===== config.mk =====
export PLATFORM = sky130hd
export DESIGN_NAME = result_tx_arbiter_flat
export DESIGN_NICKNAME = d
export VERILOG_FILES = /design/src/rtl/result_tx_arbiter_if.sv /design/src/rtl/result_tx_arbiter.sv /design/src/flat_wrapper.sv
export SDC_FILE = /design/constraint.sdc
export NUM_CORES = 1
export LEC_CHECK = 0
export ABC_CLOCK_PERIOD_IN_PS = 1970
export CAP_MARGIN = 20
export CORE_ASPECT_RATIO = 1.75
export CORE_MARGIN = 2
export CORE_UTILIZATION = 43
export CTS_CLUSTER_SIZE = 24
export DETAILED_ROUTE_END_ITERATION = 8
export PLACE_DENSITY = 0.83
export SETUP_SLACK_MARGIN = 0.15
export SLEW_MARGIN = 20
export SYNTH_ARGS = -nofsm -noshare
export SYNTH_HDL_FRONTEND = slang
export SYNTH_SLANG_ARGS = --single-unit

===== constraint.sdc =====
create_clock -name slow_clk -period 1.97 [get_ports slow_clk]
set_input_delay 0.2955 -clock slow_clk [delete_from_list [all_inputs] [get_ports slow_clk]]
set_output_delay 0.2955 -clock slow_clk [all_outputs]
set_load 0.05 [all_outputs]

===== src/rtl/result_tx_arbiter_if.sv =====
// Handshake bundle between the result TX arbiter, the two matrix memories
// and the UART transmitter.
interface result_tx_arbiter_if #(
    parameter int ADDR_W = 32
);
    logic [1:0]        start_req;
    logic [1:0]        mem_rd;
    logic [ADDR_W-1:0] mem_addr;
    logic [15:0]       mem_data0;
    logic [15:0]       mem_data1;
    logic              tx_start;
    logic [7:0]        tx_byte;
    logic              tx_busy;
    logic [1:0]        grant;
    logic [1:0]        done;
    logic              busy;

    modport master (
        input  start_req, mem_data0, mem_data1, tx_busy,
        output mem_rd, mem_addr, tx_start, tx_byte, grant, done, busy
    );

    modport slave (
        output start_req, mem_data0, mem_data1, tx_busy,
        input  mem_rd, mem_addr, tx_start, tx_byte, grant, done, busy
    );
endinterface


===== src/rtl/result_tx_arbiter.sv =====
// Round-robin sequencer streaming one of two result-matrix memories
// through a shared UART transmitter, low byte first.
module result_tx_arbiter #(
    parameter int ROWS   = 2,
    parameter int COLS   = 2,
    parameter int ADDR_W = 32
) (
    input logic                 slow_clk,
    input logic                 rst,
    result_tx_arbiter_if.master bus
);
    localparam int N     = ROWS * COLS;
    localparam int IDX_W = (N > 1) ? $clog2(N) : 1;
    localparam logic [IDX_W-1:0] LAST_IDX = IDX_W'(N - 1);

    typedef enum logic [3:0] {
        IDLE,
        ARB,
        READ,
        LATCH,
        SEND_LO,
        WAIT_LO,
        SEND_HI,
        WAIT_HI,
        NEXT
    } state_t;

    state_t           state, state_n;
    logic [1:0]       pending, pending_n;
    logic             last, last_n;
    logic [1:0]       gnt, gnt_n;
    logic [IDX_W-1:0] idx, idx_n;
    logic [15:0]      word, word_n;
    logic [7:0]       held, held_n;
    logic [1:0]       pick;
    logic [15:0]      rd_data;

    // On a tie the requester not served last time wins.
    always_comb begin
        pick = pending;
        if (pending == 2'b11) begin
            pick = last ? 2'b01 : 2'b10;
        end
    end

    assign rd_data      = gnt[1] ? bus.mem_data1 : bus.mem_data0;
    assign bus.mem_addr = ADDR_W'(idx);

    always_ff @(posedge slow_clk or posedge rst) begin
        if (rst) begin
            state   <= IDLE;
            pending <= 2'b00;
            last    <= 1'b1;
            gnt     <= 2'b00;
            idx     <= '0;
            word    <= 16'h0000;
            held    <= 8'h00;
        end else begin
            state   <= state_n;
            pending <= pending_n;
            last    <= last_n;
            gnt     <= gnt_n;
            idx     <= idx_n;
            word    <= word_n;
            held    <= held_n;
        end
    end

    always_comb begin
        state_n      = state;
        pending_n    = pending | bus.start_req;
        last_n       = last;
        gnt_n        = gnt;
        idx_n        = idx;
        word_n       = word;
        held_n       = held;
        bus.mem_rd   = 2'b00;
        bus.tx_start = 1'b0;
        bus.tx_byte  = held;
        bus.grant    = gnt;
        bus.done     = 2'b00;
        bus.busy     = (state != IDLE);
        unique case (state)
            IDLE: begin
                if (pending != 2'b00) state_n = ARB;
            end
            ARB: begin
                bus.grant = pick;
                gnt_n     = pick;
                last_n    = pick[1];
                // A fresh request on this edge survives the clear.
                pending_n = (pending & ~pick) | bus.start_req;
                idx_n     = '0;
                state_n   = READ;
            end
            READ: begin
                bus.mem_rd = gnt;
                state_n    = LATCH;
            end
            LATCH: begin
                word_n  = rd_data;
                state_n = SEND_LO;
            end
            SEND_LO: begin
                bus.tx_start = 1'b1;
                bus.tx_byte  = word[7:0];
                held_n       = word[7:0];
                state_n      = WAIT_LO;
            end
            WAIT_LO: begin
                if (!bus.tx_busy) state_n = SEND_HI;
            end
            SEND_HI: begin
                bus.tx_start = 1'b1;
                bus.tx_byte  = word[15:8];
                held_n       = word[15:8];
                state_n      = WAIT_HI;
            end
            WAIT_HI: begin
                if (!bus.tx_busy) state_n = NEXT;
            end
            NEXT: begin
                if (idx == LAST_IDX) begin
                    bus.done = gnt;
                    gnt_n    = 2'b00;
                    state_n  = IDLE;
                end else begin
                    idx_n   = idx + 1'b1;
                    state_n = READ;
                end
            end
            default: state_n = IDLE;
        endcase
    end
endmodule

===== src/flat_wrapper.sv =====
// flat-port wrapper written by rule: the top's interface ports become plain ports
module result_tx_arbiter_flat 
#(
    parameter int ROWS   = 2,
    parameter int COLS   = 2,
    parameter int ADDR_W = 32
)
  (slow_clk, rst, bus_start_req, bus_mem_data0, bus_mem_data1, bus_tx_busy, bus_mem_rd, bus_mem_addr, bus_tx_start, bus_tx_byte, bus_grant, bus_done, bus_busy);
  result_tx_arbiter_if #(.ADDR_W(ADDR_W)) bus_i ();
  input logic slow_clk;
  input logic rst;
  input wire logic [$bits(bus_i.start_req)-1:0] bus_start_req;
  input wire logic [$bits(bus_i.mem_data0)-1:0] bus_mem_data0;
  input wire logic [$bits(bus_i.mem_data1)-1:0] bus_mem_data1;
  input wire logic [$bits(bus_i.tx_busy)-1:0] bus_tx_busy;
  output wire logic [$bits(bus_i.mem_rd)-1:0] bus_mem_rd;
  output wire logic [$bits(bus_i.mem_addr)-1:0] bus_mem_addr;
  output wire logic [$bits(bus_i.tx_start)-1:0] bus_tx_start;
  output wire logic [$bits(bus_i.tx_byte)-1:0] bus_tx_byte;
  output wire logic [$bits(bus_i.grant)-1:0] bus_grant;
  output wire logic [$bits(bus_i.done)-1:0] bus_done;
  output wire logic [$bits(bus_i.busy)-1:0] bus_busy;
  assign bus_i.start_req = bus_start_req;
  assign bus_i.mem_data0 = bus_mem_data0;
  assign bus_i.mem_data1 = bus_mem_data1;
  assign bus_i.tx_busy = bus_tx_busy;
  assign bus_mem_rd = bus_i.mem_rd;
  assign bus_mem_addr = bus_i.mem_addr;
  assign bus_tx_start = bus_i.tx_start;
  assign bus_tx_byte = bus_i.tx_byte;
  assign bus_grant = bus_i.grant;
  assign bus_done = bus_i.done;
  assign bus_busy = bus_i.busy;
  result_tx_arbiter #(.ROWS(ROWS), .COLS(COLS), .ADDR_W(ADDR_W)) u_core (.slow_clk(slow_clk), .rst(rst), .bus(bus_i));
endmodule

* Yosys cells after proc, flatten, opt, wreduce, memory -nomap -nowiden
Index checks and enable logic that the tools add are counted.
** Word-level totals
- Output and inout port bits :: 48
- Register bits :: 35
** Cells by class
- Mux-type cells :: 19
- Bitwise logic cells :: 4
- Reductions and logical operators :: 8
- Add/subtract/negate cells :: 1
- Equality and inequality tests :: 15
** Operators with widths (count)
- $pmux 4 s9 :: 1
- $mux 2 :: 10
- $eq 4x3->1 const B :: 4
- $mux 16 :: 1
- $pmux 8 s2 :: 1
- $mux 4 :: 3
- $eq 4x2->1 const B :: 2
- $pmux 2 s2 :: 2
- $ne 2x2->1 const B :: 3
- $eq 2x2->1 const B :: 2
- $eq 4x1->1 const B :: 1
- $eq 4x4->1 const B :: 1
- $logic_not 4->1 :: 1
- $ne 2x1->1 const B :: 2
- $or 2x2->2 :: 2
- $reduce_and 2->1 :: 2
- $reduce_bool 2->1 :: 2
- $reduce_bool 4->1 :: 1
- $reduce_and 3->1 :: 1
- $add 2x1->2 const B :: 1
- $and 2x2->2 :: 1
- $not 2->2 :: 1
- $reduce_or 2->1 :: 1
- $mux 1 :: 1

* Longest topological paths before layout
- Depth in word-level cells :: 6
- Depth in mapped cells :: 6

* Worst setup path before layout
OpenSTA, ideal clock, no wires.
- Path type :: register to output
- Start :: register u_core.state[3]
- End :: output port bus_tx_byte[0]
- Required time :: 1.674 ns
- Buffers on the path :: 1
- Stages on the path, launching flop included :: 5
- Arrival time :: 1.755 ns
- Path slack :: -0.081 ns
- Cell sequence :: dfrtp_1 -> buf_4 -> nor3b_4 -> nor2_1 -> a21oi_1
** Between the ends
- Longest elaborated chain between the ends :: 2
- Elaborated cells on any way between the ends :: 3
** RTL lines
- from (decl) :: line result_tx_arbiter.sv:28 : state_t state, state_n;
- from (signal assigned) :: line result_tx_arbiter.sv:59 : state <= state_n;
- $eq 4x3->1 :: line result_tx_arbiter.sv:83 : unique case (state)
- $pmux 8 s2 (*)
- to (decl) :: line flat_wrapper.sv:19 : output wire logic [$bits(bus_i.tx_byte)-1:0] bus_tx_byte;
Every way passes the cells marked *; elsewhere a longest branch is shown, timed or not.

* Worst setup path in the final report
- Start :: register u_core.state[1]
- End :: output port bus_busy
** Between the ends
- Longest elaborated chain between the ends :: 1
** RTL lines
- $reduce_bool 4->1 :: line result_tx_arbiter.sv:82 : bus.busy = (state != IDLE);
- to (decl) :: line flat_wrapper.sv:22 : output wire logic [$bits(bus_i.busy)-1:0] bus_busy;
No other way between the ends.

==> out/qor.yml <==
logic_synthesis:
  async_reset_ff_frac: 1.00
  syn-mean-instance-area_sq_um: 10.0
  dominantRegCellSynth: "dfrtp_1"
  synth_top_area_cell: "dfrtp_1"
  ys_ff_latch: 35
  syn_area_sq_um: 2020
  yosys_warnings: 0
  netlist_top_cells_count: "buf_4 (36), dfrtp_1 (34), a21oi_1 (25), mux2i_1 (25), nor2_1 (24)"
  yosysTopAreaCellShare: 0.421
  synth_edf_count: 0
  synth_cells: 202
  yosysUniqueCellTypes: 35
  synth_area_leaders: "dfrtp_1 (42%), buf_4 (13%), mux2i_1 (12%)"
  post-synth-top-count-cell: "buf_4"
  yosysSeqAreaShare: 0.434
grt:
  grt_pass1_vias: 1420
  overflow: 0
  grt_max_degree: 36
  antenna_found_initial: 0
  grt_pass1_wl_mm: 6.29
  grt_use_total: 0.154
cts:
  tritoncts: "yes"
  cts_buffers: 5
  cts.htree.levels: 2
  cts_hold_buffers: 0
  clockRootBuffer: "clkbuf_8"
  cts.reportedPaths.clkPinSlew_ns: 0.07
  cts.sinks: 35
  cts_buffer_depth: 2
  insertion_delay_ns: 0.28
setup_path:
  cp-start-kind: "register"
  slowest_stage: "or4_4"
  worstSetupEndpointType: "primary output"
  cpPeakStageDelay_ns: 0.50
  crit_fanout: 12
  critical_path_arrival_ns: 1.61
  path_class: "reg2out"
  critical_path.cell_chain: "buf_4 -> or4_4 -> buf_6"
  required_ns: 1.67
route:
  drtIter0Drc: 22
  vias: 1558
  wl_per_cell_um: 12.4
  routed_wl_mm: 4.02
  first_pass_iters: 4
  route.detailed.drc: 0
  viasPerCell: 4.81
  antenna_left: 0
timing:
  fmaxAchievable_mhz: 524
  fin_crit_ns: 1.91
  fin_tns_setup_ns: 0
  slew_headroom: 0.659
  rsz0062_at_grt: "true"
  skew_ns: 0.00737
  fin_crit_sh: 0.969
  slew_viol_final: 0
  worst_pin_slew_ns: 0.511
  setup_viol: 0
  hold_viol_final: 0
cells_and_area:
  drive_above_1_share: 0.279
  fill_cells: 374
  final_area_sq_um: 2880
  diodes: 0
  synthToLayoutAreaGrowth_pct: 42.5
  final_nets: 309
place:
  place_area_sq_um: 2640
  hpwl_mm: 2.97
  place_congestion: 0.749
  io_buffers: 54
floorplanning:
  start_util: 0.437
  core_region_area_sq_um: 4620
  die_height_um: 94.7
  die_x_um: 55.8
  ios: 85
  die-area_sq_um: 5290
  rows: 33
pwr:
  leakagePower_nw: 1.29
  power.density_nw_per_um2: 1740
  ir_worst_vdd_v: 0.00110
flow_run:
  cap_violations: 0
worst_hold_path:
  hp-class: "in2async"
status:
  status: "complete, no violations"
[metrics by stage]
step	utilization	power, W	instances	worst slack [ns]	hold slack [ns]
final	0.623	0.00501	324	0.0616	0.409
after global routing	0.623	0.00529	324	0.00938	0.491
after CTS	0.613	0.00497	320	0.0500	0.420
after detailed placement	0.570	0.00427	304	0.292	0.471
after global placement	0.570	0.00421	304	0.312	0.469
after floorplan	-	0.00332	231	0.162	0.388
[critical path, delay by kind of cell (launching register included)]
kind	cells	cell delay (ns)
and+or+nand+nor	1	0.50
DFF	1	0.46
buffers and inverters	2	0.38
[cell usage in the layout, fill, tap and decap left out, drive strengths merged, types with 2 or more instances in the layout]
cell type      instances
buf                   38
clkdlybuf4s50         36
dfrtp                 34
conb                  30
a21oi                 26
mux2i                 25
nor2                  25
nand2                  9
clkbuf                 7
inv                    5
o21ai                  4
and2                   4
and4b                  2
or4b                   2
o22ai                  2
a22o                   2
nor4b                  2
nand3                  2
nor3                   2
[per-layer routing]
layer	vias to the layer above	share of wire	global-route usage
li1	771	-	-
met2	58	0.57	0.291
met3	4	0.063	0.0425
met1	725	0.35	0.157
met5	-	0	0
met4	0	0.012	0.0655
[flip-flops by register name, summed over array words and instances, names as in the netlist]
| signal | cells |
|---|---|
| u_core.word | 16 |
| u_core.held | 8 |
| u_core.state | 4 |
| u_core.gnt | 2 |
| u_core.idx | 2 |
| u_core.pending | 2 |
| u_core.last | 1 |
[report_power, final]
| part | leakage (nW) | internal [W] | switching [W] |
|---|---|---|---|
| Clock | 0.0385 | 0.000250 | 0.000239 |
| Sequential | 0.369 | 0.00105 | 0.000261 |
| Combinational | 0.882 | 0.00147 | 0.00174 |
[cells by family after synthesis]
| family | after synthesis | share of synthesized area |
|---|---|---|
| AOI/OAI and AO/OA | 37 | 0.102 |
| xor gates and xnor gates | 1 | 0.00434 |
| adders and majority gates | 1 | 0.00619 |
| buffers and inverters | 47 | 0.164 |
| DFF | 35 | 0.434 |
| muxes | 26 | 0.129 |
| other | 1 | 0.00186 |
| and+or+nand+nor | 54 | 0.158 |
[final cells by class]
type | count | area [sq um] | share of cell area
Inverter | 5 | 18.8 | 0.00652
Timing Repair Buffer | 75 | 835 | 0.290
Multi-Input combinational cell | 149 | 993 | 0.345
Sequential cell | 35 | 883 | 0.307
Tap cell | 52 | 65.1 | 0.0226
Clock inverter | 1 | 7.51 | 0.00261
Clock buffer | 7 | 76.3 | 0.0265
[worst paths after layout]
path / depth (start not counted) / endpoint / slack [ns] / start
max in group asynchronous: 3 / u_core.idx[0] / 1.21 / rst
min in group slow_clk: 2 / u_core.last / 0.48 / u_core.last
worst min register to register: 2 / u_core.last / 0.48 / u_core.last
worst max register to register: 6 / u_core.word[15] / 0.36 / u_core.state[3]
worst max-delay path: 3 / bus_busy / 0.06 / u_core.state[1]
worst min-delay path: 3 / u_core.held[7] / 0.41 / rst
[what timing repair did]
action,in CTS,in global routing
endpoints found under the setup margin,15,16
resized for setup,17,5
endpoints found under the hold margin,0,0
setup buffers,8,4
pin swaps,1,1
Power figures use the tool's default switching activity.
